`config.mk`:
```
export PLATFORM = sky130hd
export DESIGN_NAME = seq_pattern_tx
export DESIGN_NICKNAME = d
export VERILOG_FILES = /design/src/rtl/seq_pattern_pkg.sv /design/src/rtl/seq_pattern_tx.sv
export SDC_FILE = /design/constraint.sdc
export NUM_CORES = 1
export LEC_CHECK = 0
export CELL_PAD_IN_SITES_DETAIL_PLACEMENT = 0
export CELL_PAD_IN_SITES_GLOBAL_PLACEMENT = 1
export CORE_MARGIN = 10
export CORE_UTILIZATION = 41
export CTS_CLUSTER_DIAMETER = 80
export DETAILED_ROUTE_END_ITERATION = 7
export PLACE_DENSITY_LB_ADDON = 0.2
export SYNTH_ARGS = -nofsm -noshare
export SYNTH_HDL_FRONTEND = slang
export SYNTH_SLANG_ARGS = --single-unit
```
`constraint.sdc`:
```
create_clock -name clk -period 2.1 [get_ports clk]
set_input_delay 0.42 -clock clk [delete_from_list [all_inputs] [get_ports clk]]
set_output_delay 0.42 -clock clk [all_outputs]
set_load 0.01 [all_outputs]
```
`src/rtl/seq_pattern_pkg.sv`:
```
// Shared types and constants for the serial pattern transmitter.
// Holds the FSM state encoding and the fixed field widths of len/rep.
package seq_pattern_pkg;

    localparam int LEN_W     = 4;
    localparam int REP_W     = 4;
    localparam int DEF_WIDTH = 8;

    typedef enum logic [1:0] {
        IDLE  = 2'd0,
        SHIFT = 2'd1,
        DONE  = 2'd2
    } state_t;

endpackage

```
`src/rtl/seq_pattern_tx.sv`:
```
// Serialises pattern[len_eff-1:0] MSB-first, rep+1 times back-to-back, then pulses done.
// Latency: first bit one cycle after start is accepted; no backpressure, start ignored while busy.
// Abort cancels SHIFT at the next edge with no done pulse.
module seq_pattern_tx
    import seq_pattern_pkg::*;
#(
    parameter int WIDTH = DEF_WIDTH
) (
    input  logic             clk,
    input  logic             rst,
    input  logic             start,
    input  logic             abort,
    input  logic [WIDTH-1:0] pattern,
    input  logic [LEN_W-1:0] len,
    input  logic [REP_W-1:0] rep,
    output logic             out,
    output logic             valid,
    output logic             busy,
    output logic             done
);

    localparam int CNT_W = (WIDTH > 2) ? $clog2(WIDTH) : 1;

    state_t           state;
    state_t           nxt;
    logic [WIDTH-1:0] pat_q;
    logic [WIDTH-1:0] sh_q;
    logic [WIDTH-1:0] pat_al;
    logic [CNT_W-1:0] bit_cnt;
    logic [CNT_W-1:0] len_m1;
    logic [REP_W-1:0] rep_cnt;
    logic             accept;
    logic             last_bit;
    int               len_eff;

    // The pattern is left-aligned so the first bit to send always sits at the MSB.
    always_comb begin
        len_eff = ((len == '0) || (int'(len) > WIDTH)) ? WIDTH : int'(len);
        pat_al  = pattern << (WIDTH - len_eff);
    end

    assign accept   = (state == IDLE) && start && !abort;
    assign last_bit = (bit_cnt == '0) && (rep_cnt == '0);

    always_ff @(posedge clk or negedge rst) begin
        if (!rst) begin
            state <= IDLE;
        end else begin
            state <= nxt;
        end
    end

    always_comb begin
        nxt = state;
        case (state)
            IDLE:    if (accept) nxt = SHIFT;
            SHIFT:   if (abort) nxt = IDLE;
                     else if (last_bit) nxt = DONE;
            DONE:    nxt = IDLE;
            default: nxt = IDLE;
        endcase
    end

    always_comb begin
        out   = 1'b0;
        valid = 1'b0;
        busy  = 1'b0;
        done  = 1'b0;
        case (state)
            SHIFT: begin
                out   = sh_q[WIDTH-1];
                valid = 1'b1;
                busy  = 1'b1;
            end
            DONE: begin
                busy = 1'b1;
                done = 1'b1;
            end
            default: ;
        endcase
    end

    // pat_q keeps the aligned pattern so each repetition reloads the shifter without a gap.
    always_ff @(posedge clk or negedge rst) begin
        if (!rst) begin
            pat_q   <= '0;
            sh_q    <= '0;
            bit_cnt <= '0;
            len_m1  <= '0;
            rep_cnt <= '0;
        end else if (accept) begin
            pat_q   <= pat_al;
            sh_q    <= pat_al;
            bit_cnt <= CNT_W'(len_eff - 1);
            len_m1  <= CNT_W'(len_eff - 1);
            rep_cnt <= rep;
        end else if ((state == SHIFT) && !abort) begin
            if (bit_cnt == '0) begin
                if (rep_cnt != '0) begin
                    rep_cnt <= rep_cnt - 1'b1;
                    bit_cnt <= len_m1;
                    sh_q    <= pat_q;
                end
            end else begin
                bit_cnt <= bit_cnt - 1'b1;
                sh_q    <= {sh_q[WIDTH-2:0], 1'b0};
            end
        end
    end

endmodule

```
==> flow_metrics.env <==
export IMPL_status="completed"
export IMPL_path_clk_slew_ps=100
export IMPL_drive_above_1_share=0.213
export IMPL_placed_area_mm2=0.00225
export IMPL_grt_pass1_vias=1764
export IMPL_dieArea_mm2=0.00734
export IMPL_post_cts_setup_buffers=0
export IMPL_combinationalPowerShare=0.465
export IMPL_insertion_delay_ps=280
export IMPL_pre_cts_slack_ps=-523
export IMPL_grt_total_usage=0.133
export IMPL_grt_max_degree=29
export IMPL_synth_compound_area_share=0.220
export IMPL_slew_viol_final=0
export IMPL_rsz0062_at_grt="no"
export IMPL_avgSynthCellArea_um2=8.98
export IMPL_synth_simple_area_share=0.199
export IMPL_switchingPower_uw=929
export IMPL_wl_per_cell_um=16.1
export IMPL_cellPowerDensity_mw_per_mm2=1080
export IMPL_seq_power_share=0.368
export IMPL_synth_xor_area_frac=0.0297
export IMPL_synth_area_mm2=0.00177
export IMPL_clkSinkCount=28
export IMPL_finClkSkew_ps=6.49
export IMPL_initial_core_util=0.433
export IMPL_drtPass1Iterations=4
export IMPL_max_freq_ghz=0.491
export IMPL_p_int_mw=1.63
export IMPL_netlist_instances=197
export IMPL_routed_via_density=5.62
export IMPL_gr_total_overflow=0
export IMPL_p_leak_nw=1.08
export IMPL_arrival_ps=2200
export IMPL_portBuffers=23
export IMPL_min_path_type="flip-flop to flip-flop"
export IMPL_slew_headroom=0.682
export IMPL_synth_ff_type="dfrtp_1"
export IMPL_grt_pass1_wl_um=8200
export IMPL_seqCellArea_um2=701
export IMPL_crit_path_max_fanout=6
export IMPL_min_period_ps=2030
export IMPL_fin_crit_sh=0.969
export IMPL_antenna_found_initial=0
export IMPL_ant_nets=0
export IMPL_design_area_mm2=0.00237
export IMPL_critical_path_required_ps=2270
export IMPL_synthAdderAreaFrac=0.0636
export IMPL_cts_buffers=3
export IMPL_fin_util=0.580
export IMPL_swShare=0.363
export IMPL_finalHoldViolations=0
export IMPL_cts_root_buffer="clkbuf_8"
export IMPL_peakVddDrop_mv=0.517
export IMPL_yosys_warnings=0
export IMPL_synth_nets=226
export IMPL_holdWs_ps=488
export IMPL_vias=1652
export IMPL_routed_wl_um=4720
export IMPL_synth_top_family_by_area="compound AO/OA/AOI/OAI gates"
export IMPL_dpl_cell_count=290
export IMPL_coreArea_mm2=0.00409
export IMPL_crit_family="compound AO/OA/AOI/OAI gates"
export IMPL_cp_num_buf_inv=1
export IMPL_synth_edf_count=0
export IMPL_p_clk_frac=0.168
export IMPL_tns_ps=0
export IMPL_io_pins=24
export IMPL_start_kind="primary input"
export IMPL_cp_end_kind="flip-flop"
export IMPL_fill_cells=364
export IMPL_row_count=23
export IMPL_gp_congestion=0.847
export IMPL_drtIter0Drc=104
export IMPL_final_nets=274
export IMPL_multi_input_area_mm2=0.00106
export IMPL_cts_tree="done"
export IMPL_synth_seq_area_share=0.396
export IMPL_clockBufferDepth=2
export IMPL_final_instance_count_excl_fill=294
export IMPL_dieWidth_um=85.7
export IMPL_slowest_stage="clkdlybuf4s50_1"
export IMPL_slowest_delay_ps=480
export IMPL_synth_seq_cells=28
export IMPL_finalSetupViolations=0
export IMPL_synth_distinct_cells=48
export IMPL_die_h_um=85.7
export IMPL_muxShareOfSynthArea=0.0509
export IMPL_path_cells="clkdlybuf4s50_1, nand2_1, ha_4, and2_4, a221oi_4, o2bb2ai_2, o32a_1"
export IMPL_async_flop_share=1.00
export IMPL_antenna_cells=0
export IMPL_p_total_mw=2.56
export IMPL_worst_slack_ps=65.4
export IMPL_drc=0
export IMPL_tightest_slew_ps=473
export IMPL_h_tree_depth=1
export IMPL_worstSetupPathType="primary input to flip-flop"
export IMPL_max_cap_violations=0
export IMPL_dp_hpwl_um=3710
export IMPL_area_growth_pct=34.0
synthesized netlist by cell type (2+ instances only):
library cell | n | area share
clkbuf_1 | 8 | 0.017
o221ai_1 | 5 | 0.025
mux2i_1 | 3 | 0.017
xor2_1 | 2 | 0.0099
nor2b_1 | 4 | 0.014
a21oi_1 | 15 | 0.042
a31oi_1 | 3 | 0.011
nand2_1 | 32 | 0.068
inv_1 | 7 | 0.015
nor4_1 | 2 | 0.0071
nand2b_1 | 2 | 0.0071
xnor2_1 | 4 | 0.020
or2_2 | 2 | 0.0071
ha_1 | 9 | 0.064
a21o_1 | 3 | 0.013
nor3_1 | 6 | 0.017
and3_1 | 2 | 0.0071
o21ai_0 | 10 | 0.028
and2_1 | 2 | 0.0071
o21a_1 | 2 | 0.0085
nor2_1 | 14 | 0.030
nand3_1 | 3 | 0.0085
o22a_1 | 4 | 0.020
dfrtp_1 | 28 | 0.40
a22oi_1 | 2 | 0.0085
layer usage:
layer  up-vias  GRT usage  share of wire
met5         -          0              0
met4         0     0.0524          0.022
met3        12     0.0312          0.055
met2        46      0.231           0.49
met1       788      0.154           0.43
li1        806          -              -
flip-flops by register name, indices dropped and copies added, names as in the netlist:
register / cells
pat_q: 8
sh_q: 8
rep_cnt: 4
bit_cnt: 3
len_m1: 3
state: 2
worst register-to-register path: stages, from the launching register on:
cell and delay [ps]:
dfrtp_1 400, inv_1 120, ha_1 210, nand2_1 80, or2_2 350, buf_4 180, nor2_1 170, o2bb2ai_2 140
o32a_1 170
power groups by stage:
stage,logic (mW),registers (mW),clock network [mW]
2_1_floorplan,0.786,0.904,0
3_3_place_gp,1.13,0.948,0
3_5_place_dp,1.17,0.956,0
4_1_cts,1.18,0.944,0.433
5_1_grt,1.34,0.972,0.460
6_report,1.19,0.942,0.429
path summary, 6_finish.rpt:
| check | start | to | slack, ps | cells past startpoint |
|---|---|---|---|---|
| max in group asynchronous | rst | rep_cnt[2]$_DFFE_PN0P_ | 1320 | 2 |
| worst max register to register | state[0]$_DFFE_PN0P_ | sh_q[7]$_DFFE_PN0P_ | 210 | 8 |
| min in group asynchronous | rst | state[0]$_DFFE_PN0P_ | 510 | 2 |
| worst max-delay path | len[1] | sh_q[7]$_DFFE_PN0P_ | 70 | 7 |
| worst min-delay path | len_m1[0]$_DFFE_PN0P_ | len_m1[0]$_DFFE_PN0P_ | 490 | 2 |
| worst min register to register | len_m1[0]$_DFFE_PN0P_ | len_m1[0]$_DFFE_PN0P_ | 490 | 2 |
logic make-up (layout without fill, tap and decap cells):
group,after synthesis,after routing
xor+xnor,6,6
buf+inv,17,64
fa+ha+maj,9,9
mux,6,6
simple gates,75,75
flops,28,28
compound gates,56,56
placed cells by master (no fill, tap or decap), drive strengths merged, types with 3 or more instances in the layout:
| master | synthesis | layout |
|---|---|---|
| mux2i | 3 | 3 |
| dfrtp | 28 | 28 |
| a21oi | 15 | 15 |
| inv | 8 | 8 |
| nand2 | 32 | 32 |
| o21ai | 10 | 10 |
| nor2 | 14 | 14 |
| a21o | 3 | 3 |
| xnor2 | 4 | 4 |
| nor3 | 6 | 6 |
| buf | 1 | 29 |
| o22a | 4 | 4 |
| clkbuf | 8 | 3 |
| nand3 | 3 | 3 |
| nor2b | 5 | 5 |
| ha | 9 | 9 |
| a31oi | 3 | 3 |
| clkdlybuf4s50 | 0 | 20 |
| o221ai | 5 | 5 |
final cells by class:
| cell class | instances | share of cell area |
|---|---|---|
| sequential | 28 | 0.296 |
| clock inverter | 1 | 0.0127 |
| multi-input combinational | 152 | 0.446 |
| inverter | 8 | 0.0127 |
| clock buffer | 3 | 0.0174 |
| timing repair buffer | 52 | 0.189 |
| tap | 50 | 0.0264 |
what timing repair did:
item | in CTS | in global routing
gates resized for setup | 9 | 5
cloned | 0 | 0
pin swaps | 2 | 2
hold buffers | 0 | 0
setup endpoints to repair | 17 | 9
Note: power is estimated with default switching activity, not from simulation.
